--- config.mk ---
export PLATFORM = sky130hd
export DESIGN_NAME = operand_fetch
export DESIGN_NICKNAME = d
export VERILOG_FILES = /design/src/rtl/cpu_pkg.sv /design/src/rtl/operand_fetch_scoreboard.sv /design/src/rtl/operand_fetch.sv
export SDC_FILE = /design/constraint.sdc
export NUM_CORES = 1
export LEC_CHECK = 0
export BUFFER_PORTS_ARGS = -buffer_cell sky130_fd_sc_hd__buf_4
export CORE_UTILIZATION = 30
export CTS_CLUSTER_SIZE = 12
export DETAILED_ROUTE_END_ITERATION = 10
export REMOVE_ABC_BUFFERS = 1
export SLEW_MARGIN = 25
export SYNTH_ARGS = -nofsm -noshare
export SYNTH_HDL_FRONTEND = slang
export SYNTH_SLANG_ARGS = --single-unit
--- constraint.sdc ---
create_clock -name clk -period 4.6 [get_ports clk]
set_input_delay 0.46 -clock clk [delete_from_list [all_inputs] [get_ports clk]]
set_output_delay 0.46 -clock clk [all_outputs]
set_load 0.05 [all_outputs]
--- src/rtl/cpu_pkg.sv ---
// Shared CPU definitions: register-file geometry, datapath widths and the
// issue packet handed from operand fetch to execute.
package cpu_pkg;

    localparam int unsigned XLEN       = 32;
    localparam int unsigned REG_ADDR_W = 5;
    localparam int unsigned NUM_REGS   = 32;
    localparam int unsigned CTRL_W     = 16;
    localparam int unsigned PC_W       = 32;

    typedef logic [REG_ADDR_W-1:0] reg_idx_t;

    typedef struct packed {
        logic [XLEN-1:0]   rs1_val;
        logic [XLEN-1:0]   rs2_val;
        reg_idx_t          rd;
        logic              rd_we;
        logic [XLEN-1:0]   imm;
        logic [PC_W-1:0]   pc;
        logic [CTRL_W-1:0] ctrl;
    } issue_pkt_t;

    // One-hot select of a register; x0 never produces a bit.
    function automatic logic [NUM_REGS-1:0] reg_onehot(input reg_idx_t idx, input logic en);
        logic [NUM_REGS-1:0] v;
        v = '0;
        if (en && (idx != '0)) begin
            v[idx] = 1'b1;
        end
        return v;
    endfunction

endpackage

--- src/rtl/operand_fetch_scoreboard.sv ---
// Pending-write scoreboard: one bit per architectural register, x0 hard-wired clear.
// A set on the same cycle as a clear of the same register wins.
module operand_fetch_scoreboard
    import cpu_pkg::*;
(
    input  logic                clk,
    input  logic                rst,
    input  logic                set_en_i,
    input  reg_idx_t            set_idx_i,
    input  logic                clr_en_i,
    input  reg_idx_t            clr_idx_i,
    input  logic                fclr_en_i,
    input  reg_idx_t            fclr_idx_i,
    output logic [NUM_REGS-1:0] pending_o
);

    logic [NUM_REGS-1:0] pending_d, pending_q;

    always_comb begin
        pending_d = pending_q;
        pending_d = pending_d & ~reg_onehot(clr_idx_i, clr_en_i);
        pending_d = pending_d & ~reg_onehot(fclr_idx_i, fclr_en_i);
        pending_d = pending_d | reg_onehot(set_idx_i, set_en_i);
    end

    always_ff @(posedge clk) begin
        if (rst) begin
            pending_q <= '0;
        end else begin
            pending_q <= pending_d;
        end
    end

    assign pending_o = pending_q;

endmodule

--- src/rtl/operand_fetch.sv ---
// Issue stage: hazard check against the pending scoreboard, operand select and a
// registered issue packet. OPERAND_FETCH_BYPASS_EN enables same-cycle writeback bypass.
module operand_fetch #(
    parameter int unsigned XLEN   = cpu_pkg::XLEN,
    parameter int unsigned CTRL_W = cpu_pkg::CTRL_W,
    parameter int unsigned PC_W   = cpu_pkg::PC_W
) (
    input  logic              clk,
    input  logic              rst,
    input  logic              flush,
    input  logic              in_valid,
    output logic              in_ready,
    input  logic [4:0]        in_rs1,
    input  logic [4:0]        in_rs2,
    input  logic [4:0]        in_rd,
    input  logic              in_rd_we,
    input  logic [XLEN-1:0]   in_imm,
    input  logic [PC_W-1:0]   in_pc,
    input  logic [CTRL_W-1:0] in_ctrl,
    output logic [4:0]        rf_rs1_addr,
    output logic [4:0]        rf_rs2_addr,
    input  logic [XLEN-1:0]   rf_rs1_data,
    input  logic [XLEN-1:0]   rf_rs2_data,
    input  logic              wb_we,
    input  logic [4:0]        wb_rd,
    input  logic [XLEN-1:0]   wb_data,
    output logic              out_valid,
    input  logic              out_ready,
    output logic [XLEN-1:0]   out_rs1_val,
    output logic [XLEN-1:0]   out_rs2_val,
    output logic [4:0]        out_rd,
    output logic              out_rd_we,
    output logic [XLEN-1:0]   out_imm,
    output logic [PC_W-1:0]   out_pc,
    output logic [CTRL_W-1:0] out_ctrl
);
    import cpu_pkg::*;

    logic [NUM_REGS-1:0] pending;
    logic                wb_hit1, wb_hit2;
    logic                haz1, haz2, waw_haz, hazard;
    logic                load_ok, issue;
    logic [XLEN-1:0]     rs1_val, rs2_val;
    issue_pkt_t          out_d, out_q;
    logic                out_valid_d, out_valid_q;

    assign rf_rs1_addr = in_rs1;
    assign rf_rs2_addr = in_rs2;

    assign wb_hit1 = wb_we && (wb_rd == in_rs1) && (in_rs1 != '0);
    assign wb_hit2 = wb_we && (wb_rd == in_rs2) && (in_rs2 != '0);

`ifdef OPERAND_FETCH_BYPASS_EN
    logic wb_hit_rd;
    assign wb_hit_rd = wb_we && (wb_rd == in_rd) && (in_rd != '0);

    always_comb begin
        haz1    = pending[in_rs1] && !wb_hit1;
        haz2    = pending[in_rs2] && !wb_hit2;
        waw_haz = in_rd_we && (in_rd != '0) && pending[in_rd] && !wb_hit_rd;
        rs1_val = (in_rs1 == '0) ? '0 : (wb_hit1 ? wb_data : rf_rs1_data);
        rs2_val = (in_rs2 == '0) ? '0 : (wb_hit2 ? wb_data : rf_rs2_data);
    end
`else
    // Without bypass a same-cycle writeback still stalls until the RF holds the value.
    always_comb begin
        haz1    = pending[in_rs1] || wb_hit1;
        haz2    = pending[in_rs2] || wb_hit2;
        waw_haz = in_rd_we && (in_rd != '0) && pending[in_rd];
        rs1_val = (in_rs1 == '0) ? '0 : rf_rs1_data;
        rs2_val = (in_rs2 == '0) ? '0 : rf_rs2_data;
    end
`endif

    assign hazard   = haz1 || haz2 || waw_haz;
    assign load_ok  = !out_valid_q || out_ready;
    assign in_ready = load_ok && !hazard && !flush && !rst;
    assign issue    = in_valid && in_ready;

    operand_fetch_scoreboard u_scoreboard (
        .clk        (clk),
        .rst        (rst),
        .set_en_i   (issue && in_rd_we),
        .set_idx_i  (in_rd),
        .clr_en_i   (wb_we),
        .clr_idx_i  (wb_rd),
        .fclr_en_i  (flush && out_valid_q && out_q.rd_we),
        .fclr_idx_i (out_q.rd),
        .pending_o  (pending)
    );

    always_comb begin
        out_d       = out_q;
        out_valid_d = out_valid_q;
        if (issue) begin
            out_d.rs1_val = rs1_val;
            out_d.rs2_val = rs2_val;
            out_d.rd      = in_rd;
            out_d.rd_we   = in_rd_we;
            out_d.imm     = in_imm;
            out_d.pc      = in_pc;
            out_d.ctrl    = in_ctrl;
            out_valid_d   = 1'b1;
        end else if (flush || out_ready) begin
            out_valid_d = 1'b0;
        end
    end

    always_ff @(posedge clk) begin
        if (rst) begin
            out_q       <= '0;
            out_valid_q <= 1'b0;
        end else begin
            out_q       <= out_d;
            out_valid_q <= out_valid_d;
        end
    end

    // Writeback data must be driven whenever the strobe is.
    a_wb_data_known: assert property (@(posedge clk) disable iff (rst)
        wb_we |-> !$isunknown(wb_data));

    assign out_valid   = out_valid_q;
    assign out_rs1_val = out_q.rs1_val;
    assign out_rs2_val = out_q.rs2_val;
    assign out_rd      = out_q.rd;
    assign out_rd_we   = out_q.rd_we;
    assign out_imm     = out_q.imm;
    assign out_pc      = out_q.pc;
    assign out_ctrl    = out_q.ctrl;

endmodule

# Yosys cells after proc, flatten, opt, wreduce, memory -nomap -nowiden
# Index checks and enable logic that the tools add are counted.
classes:
  mux: 19
  magnitude_cmp: 8
  reduce_logical: 37
  n_eq_ne: 2
  bitwise_logic: 5
ops:
  columns: ["cell", "n"]
  rows:
  - ["two-way mux 32 bit", 5]
  - ["bitwise AND 32 bit", 2]
  - ["inverter 32 bit", 2]
  - ["OR 32 bit", 1]
  - ["less-than comparator 5 x 6 -> 1 bit (second input constant)", 5]
  - ["nonzero test 5 bit", 5]
  - ["logical AND 1 bit", 19]
  - ["binary-select mux 1 bit (select 5 bit)", 3]
  - ["demux 1 bit (select 5 bit)", 3]
  - ["greater-or-equal comparator 5 x 1 -> 1 bit (second input constant)", 3]
  - ["== test 5 bit", 2]
  - ["logical NOT 5 bit", 2]
  - ["two-way mux 1 bit", 8]
  - ["logical OR 1 bit", 6]
  - ["logical NOT 1 bit", 4]
  - ["nonzero test 2 bit", 1]
totals:
  reg_bits: 183
  out_inout_bits: 162
  inputBits: 203

# Logic depth before layout (Yosys ltp)
# Gate-level depths: netlist (run 1).
depth:
  ltp_word: 15
  ltp_mapped: 9

# Modules after synthesis
# A second synthesis (run 1) with hierarchy kept.
hier_totals:
  hier_cells: 941
  area_unflattened_um2: 9187.6
modules_own_cells:
  columns: ["mod", "cells_per_inst", "area_per_inst_um2", "n_inst"]
  rows:
  - ["operand_fetch", 762, 7626.1, 1]
  - ["operand_fetch_scoreboard", 179, 1561.5, 1]

# Worst setup path after synthesis (run 1)
# OpenSTA, ideal clock, no wires.
synth_path:
  kind: "input to output"
  startpoint: "in in_rs1[0]"
  endpoint: "out in_ready"
  required_ns: 4.140
  path_slack_ns: 1.648
  t_arrival_ns: 2.492
  path_buffers: 1
  path_stages: 6
  path_cell_list: "buf_4 -> mux4_2 -> mux4_2 -> mux2i_1 -> nand3_1 -> nor2_1"
synth_between:
  elab_chain_len: 10
  elab_cells_between_ends: 13
  cone_classes: "eq/ne (1); mux (2); reduce/logical (10)"
synth_lines:
  columns: ["element", "line_no", "rtl"]
  rows:
  - ["from (decl)", "operand_fetch.sv:13", "input logic [4:0] in_rs1,"]
  - ["parallel branches: the longest is 3 deep, another holds binary-select mux 1 bit (select 5 bit)", null, null]
  - ["logical OR 1 bit *", "operand_fetch.sv:67", "haz1 = pending[in_rs1] || wb_hit1;"]
  - ["logical OR 1 bit * (2 in a row)", "operand_fetch.sv:75", "assign hazard = haz1 || haz2 || waw_haz;"]
  - ["logical NOT 1 bit *", "operand_fetch.sv:77", "assign in_ready = load_ok && !hazard && !flush && !rst;"]
  - ["logical AND 1 bit * (3 in a row)", "operand_fetch.sv:77", null]
  - ["to (decl)", "operand_fetch.sv:12", "output logic in_ready,"]
# Mark *: on every way between the ends. The select of a mux whose other input is x is not followed.

# Worst setup path after layout (run 1)
layout_path:
  startpoint: "reg u_scoreboard.pending_q[23], in the netlist u_scoreboard.pending_o[23]"
  endpoint: "reg out_q (netlist bit out_pc[31])"
layout_between:
  elab_chain_len: 10
  elab_cells_between_ends: 16
  cone_classes: "mux (6); reduce/logical (10)"
layout_lines:
  columns: ["element", "line_no", "rtl"]
  rows:
  - ["from (decl)", "operand_fetch_scoreboard.sv:17", "logic [NUM_REGS-1:0] pending_d, pending_q;"]
  - ["from (signal assigned)", "operand_fetch_scoreboard.sv:30", "pending_q <= pending_d;"]
  - ["binary-select mux 1 bit (select 5 bit) (on tied branches)", "operand_fetch.sv:67, operand_fetch.sv:68", null]
  - ["two-way mux 1 bit (on tied branches)", "operand_fetch.sv:67, operand_fetch.sv:68", null]
  - ["logical OR 1 bit (on tied branches)", "operand_fetch.sv:67, operand_fetch.sv:68", null]
  - ["logical OR 1 bit", "operand_fetch.sv:75", null]
  - ["logical OR 1 bit *", "operand_fetch.sv:75", null]
  - ["logical NOT 1 bit *", "operand_fetch.sv:77", null]
  - ["logical AND 1 bit * (3 in a row)", "operand_fetch.sv:77", null]
  - ["logical AND 1 bit *", "operand_fetch.sv:78", "assign issue = in_valid && in_ready;"]
  - ["to (signal assigned)", "operand_fetch.sv:114", "out_q <= out_d;"]
  - ["to (decl)", "operand_fetch.sv:44", "issue_pkt_t out_d, out_q;"]
# Mark *: on every way between the ends. The rest lies on a longest branch, timed or not. The select of a mux whose other input is x is not followed.
# A chain may end at the register's enable or synchronous reset.

==> impl_metrics.toml, run 1 <==
[outcome]
outcome = "completed"

[placed_design]
port_buffers = 332
hpwl_um = 18500
placed_cells = 1501
globalplace.congestion = 0.858

[layout]
stdcell_count = 1533
syn_to_final_growth_pct = 37.0
diodes = 0
most-common-layout-cells = "338 x buf_4, 183 x dfxtp_1, 93 x nor2b_1"
register_area_um2 = 3660
n_fill_cell = 2859
multi_input_area_um2 = 4710
final_common_cell = "buf_4"
drive_gt1_frac = 0.440
fin_nets = 1339

[sta]
slew_viol_final = 0
worst_pin_slew_ps = 965
hold_viol_final = 0
max_freq_ghz = 0.341
slew_headroom = 0.357
fin_worst_skew_ps = 16.0
grt_setup_unrepaired = "no"
setup_viol = 0
period_needed_ps = 2940
hold_ws_ps = 221
fin_crit_sh = 0.638

[worst_setup_path]
crit_path_max_fanout = 64
crit_required_ps = 4910
slowest_delay_ps = 490
path_cells = "mux4_2 -> mux4_2 -> mux2i_1 -> and2_1 -> nand4b_1 -> buf_4 -> mux2_2"
cpLargestDelayFamily = "multiplexers"
worstSetupPathDepth = 7
critPathKind = "flop to flop"
rr_worst_depth = 7
regToRegSetupSlack_ps = 1660
worstPathArrival_ps = 3250
start_kind = "flop"
end_kind = "flop"
crit_buf_inv = 1
cp_slowest_cell = "mux4_2"
crit_top_cell = "mux4_2"

[route]
drt-total-wl_um = 26400
drcViolationCount = 0
wire_per_inst_um = 17.2
drtPass1Iterations = 5
vias = 7420
drt_iter0_drc = 426
postRouteAntennaNets = 0
vias_per_cell = 4.84

[clock_tree]
cts_resized = 0
clock_sinks = 183
cts_tree = "yes"
htreeDepth = 4
cts_hold_buf = 0
postCtsSetupBuffers = 0
root_buffer = "clkbuf_16"
ctsLongestPathBuffers = 2
clk_latency_ps = 430
cts_buffers = 17
path_clk_slew_ps = 80

[synth]
synth_edf_count = 0
ys_seq_area_frac = 0.418
synth_top_family_by_area = "multiplexers"
synth_cell_types = 45
synthAdderAreaFrac = 0
synth_mux_area_frac = 0.254
async_reset_ff_frac = 0
postSynthCellCount = 853
ys_warn_count = 0
syn-cell-area_um2 = 8770
synth_ff_type = "dfxtp_1"
syn_area_per_cell_um2 = 10.3
synth-compound-area-share = 0.0775
ys_ff_latch = 183
synth-simple-area-share = 0.196
synth_xor_area_frac = 0.00999

[global_routing]
grt_first_pass_wirelength_um = 41400
antenna_found_initial = 0
grt_overflow = 0
grt_max_degree = 119
grt_pass1_vias = 7389
grt_usage = 0.174

[power_and_ir_drop]
peakVddDrop_uv = 174
p_leak_uw = 0.00571
powerDensity_nw_per_um2 = 330

[min_path]
hold_depth = 2
min_path_type = "primary input to flop"

[floorplan]
die-width_um = 173
rows = 62
io_pins = 365
core_um2 = 28700
start_util = 0.306
die-area_um2 = 29900
die_h_um = 173

[run]
drv_cap = 0
[path summary, 6_finish.rpt]
check | start | to
setup / recovery | u_scoreboard.pending_o[23]$_SDFF_PP0_ | out_pc[31]$_SDFFE_PP0P_
hold / removal | out_ready | out_valid$_SDFFE_PP0P_
setup reg to reg | u_scoreboard.pending_o[23]$_SDFF_PP0_ | out_pc[31]$_SDFFE_PP0P_
hold reg to reg | out_rs2_val[0]$_SDFFE_PP0P_ | out_rs2_val[0]$_SDFFE_PP0P_
[cell families after synthesis]
logic type / after synthesis
AOI/OAI and AO/OA: 86
and+or+nand+nor: 311
xor gates and xnor gates: 10
DFF: 183
muxes: 183
buffers and inverters: 80
[cell type report]
class | count | share of cell area
inverter | 5 | 0.00156
timing repair buffer | 339 | 0.213
multi-input combinational | 590 | 0.392
clock inverter | 15 | 0.0133
sequential | 183 | 0.305
clock buffer | 17 | 0.0354
tap | 384 | 0.0400
[routing by layer]
layer | GRT usage | vias up | wire length, um
met1 | 0.215 | 3552 | 11000
met2 | 0.297 | 303 | 13200
met4 | 0.0409 | 0 | 196
li1 | - | 3549 | -
met3 | 0.0521 | 16 | 2120
met5 | 0 | - | 0
[report_power, final]
part / internal [uW] / switching, uW / total, uW
logic: 306 / 480 / 786
clock network: 774 / 717 / 1490
registers: 1660 / 38.0 / 1690
total: 2740 / 1230 / 3970
[metrics by stage]
step / instance area, um2 / utilization / setup slack, ps / TNS, ps / total power, uW
3_5_place_dp: 11400 / 0.398 / 1280 / 0 / 2520
2_1_floorplan: 8390 / - / -4930 / -821530 / 2200
4_1_cts: 12000 / 0.419 / 1690 / 0 / 4040
3_3_place_gp: 11400 / 0.398 / 1340 / 0 / 2510
5_1_grt: 12000 / 0.419 / 1560 / 0 / 4140
6_report: 12000 / 0.419 / 1660 / 0 / 3970
[flip-flops by register name (all words and copies together) (netlist names)]
name	flops
u_scoreboard.pending_o	32
out_rd	5
out_imm	32
out_valid	1
out_rd_we	1
out_rs1_val	32
out_pc	32
out_rs2_val	32
out_ctrl	16
[cells in the mapped netlist (2+ instances only)]
cell type  instances  area (um2)
dfxtp_1          183        3660
nor2b_1           93         582
mux2_2            87         980
nand2_1           86         323
mux2i_1           73         731
nand2b_1          64         400
clkbuf_1          38         143
o31ai_1           24         180
mux4_2            23         518
o2111ai_1         23         201
buf_4             19         143
or2_2             19         119
buf_2             13        65.1
nor2_1            13        48.8
o21ai_0           12        60.1
nand3_1           10        50.1
nand3b_1          10        75.1
o211a_1            9        90.1
o41ai_1            8        70.1
xor2_1             6        52.6
buf_1              4        15.0
inv_1              4        15.0
or3b_2             4        35.0
xnor2_1            4        35.0
a22oi_1            3        22.5
nor3_1             2        10.0
Note: power is estimated with default switching activity, not from simulation.
==> run 2, diff against run 1 <==
- ABC_AREA: unset -> 1
- clock period: 4.6 -> 2.4 ns (I/O delays scaled with it)
==> impl_metrics.toml, run 2 <==
[global_routing]
met2_usage = 0.359
antenna_found_initial = 1
met1_usage = 0.258
met3_usage = 0.0636
grt_max_degree = 84
grt_overflow = 0
grt_pass1_vias = 8830
grt_first_pass_wirelength_um = 47600
grt_usage = 0.213
grt-busiest-layer = "met2"

[route]
vias_per_cell = 4.96
wire_per_inst_um = 16.4
drt_iter0_drc = 872
postRouteAntennaNets = 0
drcViolationCount = 0
drtPass1Iterations = 6
vias = 9418
drt-total-wl_um = 31100

[worst_setup_path]
crit_top_cell = "nand2_1"
end_kind = "primary output"
path_cells = "nand2_1 -> nand2_1 -> nand2_1 -> nand2_1 -> nand2_1 -> nand2_1 -> nor2_1 -> nand2_1 -> nand2_1 -> nand3_1 -> nor2_4 -> buf_12 -> buf_6"
critPathKind = "flop to primary output"
cpLargestDelayFamily = "simple AND/OR/NAND/NOR gates"
worstPathArrival_ps = 2020
crit_required_ps = 2160
slowest_delay_ps = 370
crit_buf_inv = 2
cp_slowest_cell = "dfxtp_1"
crit_path_max_fanout = 11
start_kind = "flop"

[power_and_ir_drop]
peakVddDrop_uv = 356
p_leak_uw = 0.00535
p_total_uw = 7510
powerDensity_nw_per_um2 = 629

[sta]
slew_viol_final = 0
slew_headroom = 0.336
finalSetupTns_ps = 0
setup_viol = 0
max_freq_ghz = 0.443
grt_setup_unrepaired = "no"
worst_pin_slew_ps = 996
hold_viol_final = 0
fin_crit_sh = 0.940
fin_worst_skew_ps = 19.1
period_needed_ps = 2260

[synth]
postSynthCellCount = 1222
ys_ff_latch = 183
synth_ff_type = "dfxtp_1"
synth_top_area_cell = "dfxtp_1"
netlist_top_cells_count = "233 x nand2_1, 225 x nor2_1, 183 x dfxtp_1, 125 x o21ai_0, 102 x nand3_1"
async_reset_ff_frac = 0
yosys.area.top_type_share = 0.437
synth_cell_types = 27
ys_warn_count = 0
yosysMostFrequentCell = "nand2_1"
ys_seq_area_frac = 0.437
syn_area_per_cell_um2 = 6.86
syn-cell-area_um2 = 8380
synth_area_leaders = "dfxtp_1 44%, nand2_1 10%, nor2_1 10%"
synth_edf_count = 0

[floorplan]
rows = 60
io_pins = 365
die_h_um = 169
core_um2 = 27200
die-area_um2 = 28600
start_util = 0.308
die-width_um = 169

[clock_tree]
ctsLongestPathBuffers = 2
cts_buffers = 17
root_buffer = "clkbuf_16"
htreeDepth = 4
clock_sinks = 183
clk_latency_ps = 440
cts_tree = "yes"
path_clk_slew_ps = 80

[placed_design]
port_buffers = 332
globalplace.congestion = 0.933
hpwl_um = 22300

[layout]
syn_to_final_growth_pct = 42.5
final_common_cell = "buf_4"
fin_nets = 1716
most-common-layout-cells = "350 x buf_4, 233 x nand2_1, 225 x nor2_1"
drive_gt1_frac = 0.265

[outcome]
outcome = "completed"

[min_path]
min_path_type = "primary input to flop"

[run]
drv_cap = 0
## run 2: cell type report
| class | count | area [um2] |
|---|---|---|
| tap | 372 | 465 |
| sequential | 183 | 3660 |
| fill | 2896 | 15200 |
| timing repair buffer | 366 | 2940 |
| inverter | 74 | 283 |
| multi-input combinational | 871 | 4010 |
| antenna | 1 | 2.50 |
| clock buffer | 18 | 439 |
| clock inverter | 13 | 134 |
## run 2: logic make-up (layout without fill, tap and decap cells)
family,Yosys count,in the layout,share of synthesized area
and+or+nand+nor,622,622,0.311
AOI/OAI and AO/OA,248,248,0.165
DFF,183,183,0.437
buffers and inverters,168,471,0.0856
xor gates and xnor gates,1,1,0.00105
other,0,1,0
## run 2: repair_timing
item	4_1_cts	5_1_grt
hold buffers	1	0
hold endpoints to repair	1	0
buffers inserted	1	4
gates cloned	0	1
endpoints found under the setup margin	1	32
resized for setup	3	7
pin swaps	1	1
## run 2: final timing paths
| check | start | cells past startpoint | endpoint | slack [ps] |
|---|---|---|---|---|
| worst max-delay path | u_scoreboard.pending_o[28]$_SDFF_PP0_ | 13 | in_ready | 140 |
| worst min-delay path | flush | 2 | out_valid$_SDFFE_PP0P_ | 20 |
| worst min register to register | u_scoreboard.pending_o[0]$_SDFF_PP0_ | 2 | u_scoreboard.pending_o[0]$_SDFF_PP0_ | 470 |
| worst max register to register | u_scoreboard.pending_o[28]$_SDFF_PP0_ | 17 | out_pc[11]$_SDFFE_PP0P_ | 220 |
## run 2: per-layer routing
layer / vias to the layer above / wire (um)
li1: 4643 / -
met1: 4343 / 12500
met2: 393 / 15200
met3: 39 / 2870
met4: 0 / 642
met5: - / 0
## run 2: stage by stage
stage | hold WS, ps | util | instances | worst slack, ps | cell area, um2
2_1_floorplan | 309 | - | 1128 | -2150 | 7940
3_3_place_gp | 440 | 0.414 | 1859 | 22.7 | 11300
3_5_place_dp | 445 | 0.414 | 1859 | 39.7 | 11300
4_1_cts | 2.86 | 0.437 | 1892 | 18.2 | 11900
5_1_grt | 6.16 | 0.439 | 1898 | 1.93 | 11900
6_report | 21.4 | 0.439 | 1898 | 143 | 11900
## run 2: report_power, final
| group | internal, uW | switching (uW) |
|---|---|---|
| logic | 538 | 966 |
| clock network | 1410 | 1390 |
| registers | 3150 | 65.1 |
==> run 3, diff against run 2 <==
- RECOVER_POWER: unset -> 100
==> impl_metrics.toml, run 3 (same netlist as run 2, synthesis figures left out) <==
[worst_setup_path]
crit_path_max_fanout = 11
regToRegSetupSlack_ps = 210
crit_top_cell = "nand2_1"
worstPathArrival_ps = 2020
critical_path.startpoint = "u_scoreboard.pending_o[17]$_SDFF_PP0_"
critPathKind = "flop to primary output"
path_cells = "nand2_1 -> nand2_1 -> nand2_1 -> nand2_1 -> nand2_1 -> nand2_1 -> nor2_1 -> nand2_1 -> nand2_1 -> nand3_1 -> nor2_4 -> buf_12 -> buf_6"
timing.rr.start = "u_scoreboard.pending_o[17]$_SDFF_PP0_"
r2r_end = "out_ctrl[4]$_SDFFE_PP0P_"
crit_required_ps = 2160
cpLargestDelayFamily = "simple AND/OR/NAND/NOR gates"
rr_worst_depth = 16
crit_buf_inv = 2
cp_slowest_cell = "dfxtp_1"
slowest_delay_ps = 360
start_kind = "flop"
end_kind = "primary output"

[clock_tree]
htreeDepth = 4
path_clk_slew_ps = 70
ctsLongestPathBuffers = 2
cts_tree = "yes"
clock_sinks = 183
root_buffer = "clkbuf_16"
clk_latency_ps = 440
cts_buffers = 17

[floorplan]
die_h_um = 169
die-width_um = 169
die-area_um2 = 28600
core_um2 = 27200
start_util = 0.308
rows = 60
io_pins = 365

[route]
drt-total-wl_um = 31000
vias_per_cell = 4.97
vias = 9434
postRouteAntennaNets = 0
drtPass1Iterations = 6
drcViolationCount = 0
drt_iter0_drc = 898
wire_per_inst_um = 16.4

[global_routing]
grt_first_pass_wirelength_um = 47600
grt_pass1_vias = 8830
grt_overflow = 0
antenna_found_initial = 1
grt_usage = 0.213
grt_max_degree = 84

[run]
drv_cap = 0

[min_path]
hold_depth = 2
hold_end = "out_valid$_SDFFE_PP0P_"
hp-start = "flush"
min_path_type = "primary input to flop"

[sta]
slew_viol_final = 0
period_needed_ps = 2260
fin_worst_skew_ps = 19.3
setup_viol = 0
fin_crit_sh = 0.943
hold_viol_final = 0
max_freq_ghz = 0.442
worst_pin_slew_ps = 988
slew_headroom = 0.341
grt_setup_unrepaired = "no"

[power_and_ir_drop]
p_leak_uw = 0.00464
p_total_uw = 7390
peakVddDrop_uv = 354
powerDensity_nw_per_um2 = 656

[placed_design]
placed_cells = 1859
port_buffers = 332
hpwl_um = 22300
globalplace.congestion = 0.933

[layout]
stdcell_count = 1898
n_fill_cell = 3042
final_common_cell = "nand2_1"
drive_gt1_frac = 0.157
fin_nets = 1716
most-common-layout-cells = "233 x nand2_1, 225 x nor2_1, 185 x buf_4"
syn_to_final_growth_pct = 34.5

[outcome]
outcome = "completed"
## run 3: where the power goes
group | total [uW] | switching, uW | internal, uW
Sequential | 3210 | 61.9 | 3150
Combinational | 1390 | 963 | 422
Clock | 2790 | 1390 | 1410
## run 3: worst max path at each step
| stage | end | slack (ps) | depth (start not counted) |
|---|---|---|---|
| global route | in_ready | 3 | 13 |
| finish | in_ready | 140 | 13 |
| detailed placement | out_ctrl[4]$_SDFFE_PP0P_ | 40 | 15 |
| floorplan | out_ctrl[10]$_SDFFE_PP0P_ | -2150 | 11 |
| global placement | out_ctrl[4]$_SDFFE_PP0P_ | 20 | 15 |
| CTS | in_ready | 20 | 13 |
## run 3: per-layer routing
| layer | part of all wire | GRT usage |
|---|---|---|
| met5 | 0 | 0 |
| met4 | 0.021 | 0.0666 |
| met3 | 0.092 | 0.0636 |
| met2 | 0.49 | 0.359 |
| met1 | 0.40 | 0.258 |
## run 3: area by class of cell
type / count / area, um2 / share of cell area
Multi-Input combinational cell: 871 / 4010 / 0.356
Sequential cell: 183 / 3660 / 0.325
Timing Repair Buffer: 366 / 2270 / 0.202
Tap cell: 372 / 465 / 0.0413
Clock buffer: 18 / 439 / 0.0390
Inverter: 74 / 283 / 0.0251
Clock inverter: 13 / 134 / 0.0119
Antenna cell: 1 / 2.50 / 0.000222
## run 3: per-stage QoR
stage	setup slack (ps)	TNS (ps)	hold WS (ps)	cell area, um2	utilization
after floorplan	-2150	-280360	309	7940	-
after global placement	22.7	0	440	11300	0.414
after detailed placement	39.7	0	445	11300	0.414
after CTS	18.2	0	2.86	11900	0.437
after global routing	2.99	0	6.16	11300	0.415
final	137	0	18.0	11300	0.415
## run 3: repair_timing
item                                   CTS  global route
pin swaps                                1             1
setup buffers                            1             4
gates cloned                             0             1
endpoints found under the hold margin    1             0
setup endpoints to repair                1            32
hold buffers                             1             0
gates resized for setup                  3             7
